### config.mk
export PLATFORM = sky130hd
export DESIGN_NAME = adc733_frame_asm
export DESIGN_NICKNAME = d
export VERILOG_FILES = /design/src/rtl/adc733_frame_asm_pkg.sv /design/src/rtl/adc733_frame_asm_bank.sv /design/src/rtl/adc733_frame_asm.sv
export SDC_FILE = /design/constraint.sdc
export NUM_CORES = 1
export LEC_CHECK = 0
export ABC_AREA = 1
export CORE_MARGIN = 2
export CORE_UTILIZATION = 50
export DETAILED_ROUTE_END_ITERATION = 7
export DONT_BUFFER_PORTS = 1
export PLACE_DENSITY = 0.71
export SLEW_MARGIN = 20
export SYNTH_ARGS = -nofsm -noshare
export SYNTH_HDL_FRONTEND = slang
export SYNTH_SLANG_ARGS = --single-unit
### constraint.sdc
create_clock -name clk -period 4.43 [get_ports clk]
set_input_delay 0.443 -clock clk [delete_from_list [all_inputs] [get_ports clk]]
set_output_delay 0.443 -clock clk [all_outputs]
set_load 0.01 [all_outputs]
### src/rtl/adc733_frame_asm_pkg.sv
// Shared parameters, state types and helpers for the adc733 frame assembler.
package adc733_frame_asm_pkg;
    localparam int unsigned DEF_NUM_CH = 6;
    localparam int unsigned DEF_DATA_W = 16;
    localparam int unsigned DEF_CNT_W  = 16;
    localparam int unsigned CH_W       = 3;

    typedef enum logic [1:0] {
        W_IDLE    = 2'd0,
        W_FILL    = 2'd1,
        W_DISCARD = 2'd2
    } wr_state_t;

    typedef enum logic {
        R_IDLE = 1'b0,
        R_SEND = 1'b1
    } rd_state_t;

    // Next slot index, wrapping at n.
    function automatic logic [CH_W-1:0] slot_inc(input logic [CH_W-1:0] s, input int unsigned n);
        return ((32'(s) + 32'd1) >= n) ? '0 : s + CH_W'(1);
    endfunction
endpackage

### src/rtl/adc733_frame_asm_bank.sv
// Ping-pong frame storage: 2 x NUM_CH words, one write port, registered read port, full flags.
module adc733_frame_asm_bank
    import adc733_frame_asm_pkg::*;
#(
    parameter int unsigned NUM_CH = DEF_NUM_CH,
    parameter int unsigned DATA_W = DEF_DATA_W
) (
    input  logic              clk,
    input  logic              rst_l,
    input  logic              we,
    input  logic              wr_bank,
    input  logic [CH_W-1:0]   wr_slot,
    input  logic [DATA_W-1:0] wr_data,
    input  logic              set_full,
    input  logic              re,
    input  logic              rd_bank,
    input  logic [CH_W-1:0]   rd_slot,
    output logic [DATA_W-1:0] rd_data,
    input  logic              clr_full,
    input  logic              clr_bank,
    output logic [1:0]        full
);
    logic [DATA_W-1:0] mem [2][NUM_CH];

    always_ff @(posedge clk) begin
        if (we) mem[wr_bank][wr_slot] <= wr_data;
    end

    always_ff @(posedge clk or negedge rst_l) begin
        if (!rst_l) begin
            rd_data <= '0;
        end else if (re) begin
            rd_data <= mem[rd_bank][rd_slot];
        end
    end

    // Set is written last so it wins if both ever address the same bank.
    always_ff @(posedge clk or negedge rst_l) begin
        if (!rst_l) begin
            full <= '0;
        end else begin
            if (clr_full) full[clr_bank] <= 1'b0;
            if (set_full) full[wr_bank]  <= 1'b1;
        end
    end
endmodule

### src/rtl/adc733_frame_asm.sv
// Assembles per-channel adc733 words into NUM_CH-word frames, double-buffers them and
// streams them out on a valid/ready word interface with drop/overflow/sequence reporting.
module adc733_frame_asm
    import adc733_frame_asm_pkg::*;
#(
    parameter int unsigned NUM_CH = DEF_NUM_CH,
    parameter int unsigned DATA_W = DEF_DATA_W,
    parameter int unsigned CNT_W  = DEF_CNT_W
) (
    input  logic              clk,
    input  logic              rst_l,
    input  logic              operation_mode,
    input  logic              sync,
    input  logic              rd_en,
    input  logic [2:0]        channel,
    input  logic [DATA_W-1:0] captured_data,
    output logic [DATA_W-1:0] m_data,
    output logic [2:0]        m_chan,
    output logic              m_valid,
    input  logic              m_ready,
    output logic              m_first,
    output logic              m_last,
    output logic [CNT_W-1:0]  frame_cnt,
    output logic [CNT_W-1:0]  drop_cnt,
    output logic              overflow,
    output logic              seq_err,
    input  logic              clr_flags
);
    localparam logic [CH_W-1:0] LAST = CH_W'(NUM_CH - 1);

    wr_state_t       w_state, w_next;
    rd_state_t       r_state, r_next;
    logic            wr_stb, accept;
    logic            wr_bank, wr_bank_next;
    logic [CH_W-1:0] slot, slot_next;
    logic [1:0]      full;
    logic            we, set_full, frame_inc, drop_inc, ovf_set, seq_set;
    logic            rd_bank, rd_bank_next, re, clr_full, rd_addr_bank;
    logic [CH_W-1:0] rd_addr_slot, chan_next;
    logic            valid_next;

    adc733_frame_asm_bank #(
        .NUM_CH (NUM_CH),
        .DATA_W (DATA_W)
    ) u_bank (
        .clk      (clk),
        .rst_l    (rst_l),
        .we       (we),
        .wr_bank  (wr_bank),
        .wr_slot  (slot),
        .wr_data  (captured_data),
        .set_full (set_full),
        .re       (re),
        .rd_bank  (rd_addr_bank),
        .rd_slot  (rd_addr_slot),
        .rd_data  (m_data),
        .clr_full (clr_full),
        .clr_bank (rd_bank),
        .full     (full)
    );

    always_comb begin
        w_next       = w_state;
        slot_next    = slot;
        wr_bank_next = wr_bank;
        we           = 1'b0;
        set_full     = 1'b0;
        frame_inc    = 1'b0;
        drop_inc     = 1'b0;
        ovf_set      = 1'b0;
        if (!operation_mode) begin
            w_next    = W_IDLE;
            slot_next = '0;
            drop_inc  = (w_state == W_FILL) && (slot != '0);
        end else begin
            unique case (w_state)
                W_IDLE: if (sync) begin
                    slot_next = '0;
                    if (!full[wr_bank]) begin
                        w_next = W_FILL;
                    end else if (!full[~wr_bank]) begin
                        wr_bank_next = ~wr_bank;
                        w_next       = W_FILL;
                    end else begin
                        w_next   = W_DISCARD;
                        drop_inc = 1'b1;
                    end
                end
                W_FILL: if (sync) begin
                    drop_inc  = (slot != '0);
                    slot_next = '0;
                end else if (wr_stb) begin
                    we = 1'b1;
                    if (slot == LAST) begin
                        set_full  = 1'b1;
                        frame_inc = 1'b1;
                        slot_next = '0;
                        if (!full[~wr_bank]) begin
                            wr_bank_next = ~wr_bank;
                        end else begin
                            w_next  = W_DISCARD;
                            ovf_set = 1'b1;
                        end
                    end else begin
                        slot_next = slot + CH_W'(1);
                    end
                end
                W_DISCARD: if (sync) begin
                    if (!full[~wr_bank]) begin
                        wr_bank_next = ~wr_bank;
                        slot_next    = '0;
                        w_next       = W_FILL;
                    end else begin
                        drop_inc = 1'b1;
                    end
                end
                default: w_next = W_IDLE;
            endcase
        end
    end

    // Words are only taken while the writer stays in W_FILL; the tag is checked against
    // slot_next so a completion strobe in the same cycle is already accounted for.
    assign accept  = rd_en && !sync && (w_state == W_FILL) && (w_next == W_FILL);
    assign seq_set = accept && (channel != slot_inc(slot_next, NUM_CH));

    always_comb begin
        r_next       = r_state;
        rd_bank_next = rd_bank;
        re           = 1'b0;
        clr_full     = 1'b0;
        rd_addr_bank = rd_bank;
        rd_addr_slot = '0;
        valid_next   = m_valid;
        chan_next    = m_chan;
        unique case (r_state)
            R_IDLE: if (full[rd_bank]) begin
                re         = 1'b1;
                r_next     = R_SEND;
                valid_next = 1'b1;
                chan_next  = '0;
            end
            R_SEND: if (m_ready) begin
                if (m_chan == LAST) begin
                    clr_full     = 1'b1;
                    rd_bank_next = ~rd_bank;
                    chan_next    = '0;
                    if (full[~rd_bank]) begin
                        re           = 1'b1;
                        rd_addr_bank = ~rd_bank;
                    end else begin
                        r_next     = R_IDLE;
                        valid_next = 1'b0;
                    end
                end else begin
                    re           = 1'b1;
                    rd_addr_slot = m_chan + CH_W'(1);
                    chan_next    = m_chan + CH_W'(1);
                end
            end
            default: r_next = R_IDLE;
        endcase
    end

    always_ff @(posedge clk or negedge rst_l) begin
        if (!rst_l) begin
            w_state   <= W_IDLE;
            r_state   <= R_IDLE;
            wr_stb    <= 1'b0;
            wr_bank   <= 1'b0;
            rd_bank   <= 1'b0;
            slot      <= '0;
            m_valid   <= 1'b0;
            m_chan    <= '0;
            m_first   <= 1'b0;
            m_last    <= 1'b0;
            frame_cnt <= '0;
            drop_cnt  <= '0;
            overflow  <= 1'b0;
            seq_err   <= 1'b0;
        end else begin
            w_state   <= w_next;
            r_state   <= r_next;
            wr_stb    <= accept;
            wr_bank   <= wr_bank_next;
            rd_bank   <= rd_bank_next;
            slot      <= slot_next;
            m_valid   <= valid_next;
            m_chan    <= chan_next;
            m_first   <= valid_next && (chan_next == '0);
            m_last    <= valid_next && (chan_next == LAST);
            if (frame_inc) frame_cnt <= frame_cnt + CNT_W'(1);
            if (drop_inc)  drop_cnt  <= drop_cnt + CNT_W'(1);
            overflow  <= ovf_set || (overflow && !clr_flags);
            seq_err   <= seq_set || (seq_err && !clr_flags);
        end
    end
endmodule

==> impl_results.md, run 1 <==
- Mean area per synthesized cell: 10.5 sq um
- Final setup skew: 0.00951 ns
- Synth cell types: 34
- Core footprint: 21900 sq um
- Total of max-cap violations: 0
- CTS tree: yes
- Final Hold Violating Endpoints: 0
- Tmin final: 3.09 ns
- Largest net degree at the start of global routing: 84
- Antenna viol nets, final: 0
- Clock buffer depth: 3
- Clk_lat worst skew: 0.53 ns
- Vias per inst: 5.35
- Leak: 5.26 nW
- Headroom to the max-slew limit: 40.9%
- Req. time, crit path: 4.89 ns
- Drt pass-1 iters: 5
- Placed cell area: 11500 sq um
- Vias in the first global route: 7324
- Layout filler cell count: 1824
- Worst-Margin Slew: 0.884 ns
- Die ar.: 23600 sq um
- Synth area leaders: edfxtp_1 (51%), dfrtp_1 (15%), nand2_1 (7.3%)
- Layout cells sized above 1: 7.44%
- Cell Rows: 54
- Final HPWL DP: 14100 um
- Syn. warnings: 0
- Register area share after synthesis: 66.5%
- Nets@finish: 1127
- Max-slew violations: 0
- PortBufs: 0
- Syn-to-layout area delta: 12.6%
- Pwr per Cell Area: 519 nW/um^2
- Seq cells post-synth: 259
- Total power: 6.55 mW
- Root Buffer: clkbuf_16
- Hold WS: 0.0593 ns
- Initial antenna violation count: 2
- HP Class: in -> reg
- Setup violators final: 0
- Total GRT Usage: 20.5%
- WL/cell: 17.2 um
- Post-Syn Instances: 1065
- Initial Util: 51.2%
- Post-Syn Nets: 1099
- GRT overflow: 0
- Num CTS Buffers: 28
- Number of H-tree levels: 1
- Sink Count: 259
- Final TNS setup: 0 ns
- Critical Path End Type: flip-flop
- FMAX: 324 MHz
- Worst vdd ir: 373 uV
- Post-synth top area cell: edfxtp_1
- Vias post-DR: 7464
- First-pass GRT wire length: 38500 um
- Outcome: complete, no violations
- Drt total wl: 24000 um
- Height of the die: 154 um
- Mapped cell area: 11200 sq um
- Worst EP arrival: 3.54 ns
- Post-CTS resize count: 0
- DRT iter0 DRCs: 610
- Top-area cell type share of the netlist area: 51.5%
- DR DRC count: 0
- RePlAce Congestion: 0.828
- Die Width: 154 um
- Period utilisation layout: 69.7%
- CTS clk-pin slew, worst paths: 0.06 ns
- Crit path kind: reg -> reg
- I/O pin cnt: 82
- Crit-path max FO: 83
- Startpoint types: flip-flop
- Final Cell Area: 12600 sq um
- RSZ-0062 raised after global routing: false
## per-layer routing
layer | vias to the layer above | global-route usage [%] | wire length (um)
met1 | 3527 | 27.1 | 10200
met3 | 55 | 4.37 | 1650
met4 | 2 | 7.12 | 815
met5 | - | 0 | 11
li1 | 3645 | - | -
met2 | 235 | 34.0 | 11400
## final timing paths
check	from	endpoint	slack, ns	cells past startpoint
max in group asynchronous	rst_l	slot[0]	3.61	2
hold / removal	rd_en	wr_stb	0.06	2
hold reg to reg	frame_cnt[15]	frame_cnt[15]	0.54	1
min in group asynchronous	rst_l	u_bank.rd_data[0]	0.52	2
setup reg to reg	m_chan[0]	u_bank.rd_data[10]	1.34	13
setup / recovery	m_chan[0]	u_bank.rd_data[10]	1.34	13
## critical path, stage by stage (launching register included)
cell and delay, ns:
dfrtp_1 0.53, inv_2 0.07, nor2_2 0.10, nand2_1 0.08
inv_2 0.07, nand3_1 0.10, nand2_4 0.48, buf_4 0.75
nand2_1 0.09, o21ai_0 0.13, nand2_1 0.10, nand3_1 0.18
nand3_1 0.10, a21oi_1 0.16
## metrics by stage
stage	worst slack, ns	utilization, %	instances
after detailed placement	1.42	52.5	1324
after global placement	1.50	52.5	1324
after global routing	1.02	57.6	1396
after floorplan	2.03	-	1065
final	1.34	57.6	1396
after CTS	1.37	57.6	1395
## registers in the layout, summed over array words and instances (netlist names), 2 cells and up
name / flops
u_bank.mem: 192
drop_cnt: 16
frame_cnt: 16
u_bank.rd_data: 16
m_chan: 3
slot: 3
u_bank.full: 2
w_state: 2
## cells by family (layout without fill, tap and decap cells)
family	count (synthesis)	in the layout	synth area share, %
AND/OR/NAND/NOR	420	420	15.9
flip-flops	259	259	66.5
AO/OA/AOI/OAI	174	174	8.04
buffers and inverters	174	224	6.31
XOR/XNOR	30	30	2.35
adder cells (fa/ha/maj)	8	8	0.894
other	0	1	0
## final cells by class
cell class,count,area [sq um],area share (%)
multi-input cells,632,3070,24.4
well taps,280,350,2.78
clock buffers,37,776,6.15
clock inverters,15,124,0.982
repair buffers,35,328,2.60
flip-flops and latches,259,7440,59.0
inverters,137,514,4.08
diodes,1,2.50,0.0198
## power by group
group	internal, mW	total (mW)	switching (mW)
clock	1.34	2.23	0.892
sequential	2.74	2.98	0.245
combinational	0.411	1.33	0.921
## synthesized netlist by cell type
cell,instances
nand2_1,218
edfxtp_1,192
inv_1,128
nand3_1,100
nor2_1,77
a21oi_1,69
dfrtp_1,67
o21ai_0,53
o21ai_1,42
clkbuf_1,23
xor2_1,18
xnor2_1,12
inv_2,9
nand4_1,9
ha_1,8
buf_2,7
buf_6,5
nand2_2,3
nor3_2,3
o211ai_1,3
buf_4,2
nor2_2,2
nor3_1,2
nor4_1,2
o22ai_1,2
a211oi_1,1
and3_1,1
nand3b_1,1
nor2_4,1
nor3b_2,1
o21a_1,1
o21ai_2,1
o22ai_2,1
o311ai_0,1
## timing repair
item,in CTS,in global routing
hold endpoints to repair,253,0
endpoints found under the setup margin,0,0
hold buffers,19,0
setup buffers,0,0
## cells in the final DEF (no fill, tap or decap), drive strengths merged
cell and count:
o21ai 96, edfxtp 192, nor4 2, nor3b 1, ha 8, xnor2 12
a211oi 1, a21oi 69, nor3 5, xor2 18, nand3b 1, buf 17
o311ai 1, nand3 100, o211ai 3, o22ai 3, dfrtp 67, inv 137
bufinv 2, nand2 221, clkinv 13, nand4 9, nor2 80, o21a 1
dlygate4sd3 18, diode 1, clkbuf 37, and3 1
(Power assumes the default switching activity.)
==> run 2: changes to the inputs <==
--- a/config.mk
+++ b/config.mk
@@ -10,7 +10,7 @@
 export CORE_UTILIZATION = 50
 export DETAILED_ROUTE_END_ITERATION = 7
 export DONT_BUFFER_PORTS = 1
-export PLACE_DENSITY = 0.71
+export PLACE_DENSITY = 0.74
 export SLEW_MARGIN = 20
 export SYNTH_ARGS = -nofsm -noshare
 export SYNTH_HDL_FRONTEND = slang
==> constraint.sdc (replaced) <==
create_clock -name clk -period 2.77 [get_ports clk]
set_input_delay 0.277 -clock clk [delete_from_list [all_inputs] [get_ports clk]]
set_output_delay 0.277 -clock clk [all_outputs]
set_load 0.01 [all_outputs]
==> impl_results.md, run 2 (synthesis results as in run 1) <==
- I/O pin cnt: 82
- Outcome: complete, no violations
- Place WS: 0.258 ns
- Worst-Margin Slew: 0.700 ns
- Num CTS Buffers: 27
- Final setup skew: 0.0220 ns
- Max reg flops: 192
- GRT overflow: 0
- Total GRT Usage: 20.9%
- DR DRC count: 0
- Reg2reg start: w_state[0]
- Final Hold Violating Endpoints: 0
- Most frequent cells in the layout: nand2_1 (217), edfxtp_1 (192), inv_1 (127)
- Final Cell Area: 12700 sq um
- FF-to-FF path depth: 19
- CTS tree: yes
- Placed cell area: 11600 sq um
- HP Class: in -> reg
- First-pass GRT wire length: 39500 um
- Worst path max stage delay: 0.44 ns
- Die ar.: 23600 sq um
- Crit path to: seq_err
- Nets@finish: 1138
- Crit path from: w_state[0]
- Largest reg by FF count: u_bank.mem
- WL/cell: 17.4 um
- Final TNS setup: 0 ns
- Setup slack, reg-to-reg: 0.33 ns
- Initial antenna violation count: 1
- FMAX: 409 MHz
- Setup violators final: 0
- Crit path kind: reg -> reg
- Final HPWL DP: 14800 um
- Critical Path End Type: flip-flop
- Initial Util: 51.2%
- Post-route setup slack: 0.327 ns
- Register area: 7440 sq um
- Tmin final: 2.44 ns
- CTS clk-pin slew, worst paths: 0.06 ns
- RePlAce Congestion: 0.861
- Multi-input gate area: 3080 sq um
- Max-slew violations: 0
- Die Width: 154 um
- Clock buffer depth: 3
- Antenna viol nets, final: 0
- Layout cells sized above 1: 7.74%
- Core Util, Final: 58.0%
- PortBufs: 0
- Total of max-cap violations: 0
- Root Buffer: clkbuf_16
- Worst path most repeated cell: nand2_1
- Crit-path max FO: 4
- Startpoint types: flip-flop
- Core footprint: 21900 sq um
- Largest net degree at the start of global routing: 81
- Leak: 5.29 nW
- Cell Rows: 54
- Vias in the first global route: 7668
- Most common cell after layout, fill and taps aside: nand2_1
- Period utilisation layout: 88.2%
- DRT iter0 DRCs: 651
- Clk_lat worst skew: 0.53 ns
- Drt pass-1 iters: 5
- Crit-path slowest cell: dfrtp_2
- Layout filler cell count: 1830
- Sink Count: 259
- Vias post-DR: 7652
- Height of the die: 154 um
- Number of H-tree levels: 1
- Crit path cell chain: inv_2, ha_2, nand3_1, nand2_1, nand2_1, nand2_1, nand2_1, nand2_2, inv_1, ha_1, inv_1, nor2_1, nand3b_1, nand3_1, nand2_1, nand2_1, nand3_1, nand2_1, nand2_1
- Pwr per Cell Area: 825 nW/um^2
- Drt total wl: 24400 um
- Worst vdd ir: 529 uV
- Hold WS: 0.0496 ns
- RSZ-0062 raised after global routing: false
- Worst EP arrival: 2.86 ns
- Worst R2R End: seq_err
- Vias per inst: 5.45
- Headroom to the max-slew limit: 53.3%
- Setup Buffers After CTS: 0
- Req. time, crit path: 3.18 ns
- Syn-to-layout area delta: 13.5%
==> run 2: area by class of cell <==
class | instances | share of cell area [%]
multi-input combinational | 632 | 24.2
timing repair buffer | 47 | 3.84
clock buffer | 34 | 5.60
tap | 280 | 2.76
sequential | 259 | 58.6
antenna | 1 | 0.0197
inverter | 137 | 4.05
clock inverter | 15 | 0.926
==> run 2: what timing repair did <==
action | CTS | global route
setup endpoints to repair | 0 | 4
gates resized for setup | 0 | 6
hold endpoints to repair | 264 | 0
hold buffers | 22 | 0
==> run 2: report_power, final <==
part	switching, mW	internal, mW
sequential	0.330	4.38
clock	1.41	1.99
combinational	1.58	0.788
total	3.32	7.16
==> run 2: metal layers <==
layer | wire [um] | track usage [%]
met5 | 0 | 0
met1 | 10100 | 28.1
met4 | 715 | 6.25
met2 | 11400 | 34.3
met3 | 2220 | 4.59
==> run 2: metrics by stage <==
stage	total power, mW	std cells
3_5_place_dp	7.07	1333
6_report	10.5	1405
5_1_grt	11.1	1405
4_1_cts	10.6	1404
2_1_floorplan	6.39	1065
3_3_place_gp	7.00	1333
==> run 2: critical path, delay by kind of cell, from the launching register on <==
family | cells | cell delay (ns)
DFF | 1 | 0.44
adders and majority gates | 2 | 0.50
buffers and inverters | 3 | 0.23
and+or+nand+nor | 14 | 1.15
==> run 2: worst min-delay path by stage <==
stage	startpoint	end	slack, ns	cells past startpoint
after global placement	rst_l	drop_cnt[14]	-0.02	0
after CTS	operation_mode	w_state[0]	0.03	4
after global routing	operation_mode	slot[2]	0.06	2
after floorplan	rst_l	drop_cnt[0]	-0.02	0
after detailed placement	rst_l	frame_cnt[15]	-0.02	0
final	operation_mode	slot[2]	0.05	2
==> run 3: changes to the inputs <==
--- a/config.mk
+++ b/config.mk
@@ -11,6 +11,7 @@
 export DETAILED_ROUTE_END_ITERATION = 7
 export DONT_BUFFER_PORTS = 1
 export PLACE_DENSITY = 0.74
+export REMOVE_ABC_BUFFERS = 1
 export SLEW_MARGIN = 20
 export SYNTH_ARGS = -nofsm -noshare
 export SYNTH_HDL_FRONTEND = slang
==> impl_results.md, run 3 (synthesis results as in run 1) <==
- Leak: 5.33 nW
- Max reg flops: 192
- Setup violators final: 0
- Nets@finish: 1140
- Height of the die: 154 um
- Layout filler cell count: 1760
- CTS clk-pin slew, worst paths: 0.06 ns
- Final TNS setup: 0 ns
- Largest net degree at the start of global routing: 109
- CTS tree: yes
- Startpoint types: flip-flop
- Placed cell area: 11600 sq um
- Pwr per Cell Area: 838 nW/um^2
- Crit-path max FO: 5
- Num CTS Buffers: 27
- Final HPWL DP: 14300 um
- Drt total wl: 24600 um
- Tmin final: 2.50 ns
- Hold WS: 0.0328 ns
- Post-route setup slack: 0.271 ns
- HP Class: in -> reg
- Clk_lat worst skew: 0.53 ns
- Initial antenna violation count: 1
- Critical Path End Type: flip-flop
- Period utilisation layout: 90.2%
- Non-Filler Instances: 1407
- Core Util, Final: 58.5%
- PortBufs: 0
- Die ar.: 23600 sq um
- Number of H-tree levels: 1
- Most common cell after layout, fill and taps aside: nand2_1
- Layout cells sized above 1: 9.41%
- Worst vdd ir: 657 uV
- Core footprint: 21900 sq um
- Syn-to-layout area delta: 14.3%
- Final setup skew: 0.0100 ns
- Total GRT Usage: 20.7%
- Cell Count Post-Placement: 1335
- Place WS: 0.188 ns
- Clock buffer depth: 3
- Drt pass-1 iters: 5
- Total of max-cap violations: 0
- Worst-Margin Slew: 0.706 ns
- Antenna viol nets, final: 0
- Cell Rows: 54
- WL/cell: 17.5 um
- Worst EP arrival: 2.91 ns
- FMAX: 400 MHz
- Outcome: complete, no violations
- Die Width: 154 um
- Final Cell Area: 12800 sq um
- Max-slew violations: 0
- DRT iter0 DRCs: 640
- Headroom to the max-slew limit: 52.9%
- Vias in the first global route: 7573
- Req. time, crit path: 3.19 ns
- I/O pin cnt: 82
- GRT overflow: 0
- Sink Count: 259
- Setup Buffers After CTS: 0
- Vias per inst: 5.45
- Crit path kind: reg -> reg
- Root Buffer: clkbuf_16
- Initial Util: 51.2%
- Vias post-DR: 7662
- RePlAce Congestion: 0.855
- First-pass GRT wire length: 39000 um
- Largest reg by FF count: u_bank.mem
- Most frequent cells in the layout: nand2_1 (217), edfxtp_1 (192), inv_1 (127)
- DR DRC count: 0
- Final Hold Violating Endpoints: 0
- Total power: 10.7 mW
[run 3: layer usage]
layer  GRT usage [%]  vias to the layer above  share of wire, %
met5               0                        -                 0
met4            5.90                        0               1.9
met3            3.80                       34               6.4
met2            36.7                      247                51
met1            26.2                     3714                41
li1                -                     3667                 -
[run 3: worst paths after layout]
| check | cells past startpoint | slack (ns) | start | endpoint |
|---|---|---|---|---|
| setup / recovery | 20 | 0.27 | w_state[1] | seq_err |
| hold / removal | 2 | 0.03 | operation_mode | slot[2] |
| setup reg to reg | 20 | 0.27 | w_state[1] | seq_err |
| hold reg to reg | 1 | 0.53 | frame_cnt[15] | frame_cnt[15] |
| max in group asynchronous | 2 | 2.12 | rst_l | w_state[0] |
| min in group asynchronous | 2 | 0.30 | rst_l | u_bank.rd_data[7] |
[run 3: worst max-delay path, stage by stage (launching register included)]
cell and delay (ns):
dfrtp_1 0.42, inv_1 0.15, ha_4 0.18, inv_2 0.05, nor2_4 0.13, nand2_1 0.06
nand3_1 0.08, nand2_1 0.06, nand2_1 0.07, nand2_1 0.11, inv_1 0.10, ha_1 0.22
inv_1 0.09, nor2_1 0.06, nand3b_1 0.22, nand3_1 0.11, nand2_1 0.05, nand2_1 0.05
nand3_1 0.07, nand2_1 0.06, nand2_1 0.04
[run 3: final cells by class]
cell class	instances	area [sq um]	area share, %
sequential	259	7440	58.2
multi-input combinational	632	3100	24.2
clock buffer	36	749	5.86
inverter	137	514	4.02
timing repair buffer	49	465	3.64
tap	280	350	2.74
clock inverter	13	173	1.35
antenna	1	2.50	0.0196
[run 3: timing repair]
item	4_1_cts	5_1_grt
hold endpoints to repair	264	0
hold buffers	22	0
setup endpoints to repair	0	1
gates resized for setup	0	6
[run 3: where the power goes]
group / switching (mW) / internal (mW)
clock: 1.45 / 2.27
combinational: 1.54 / 0.745
sequential: 0.341 / 4.38
total: 3.32 / 7.40
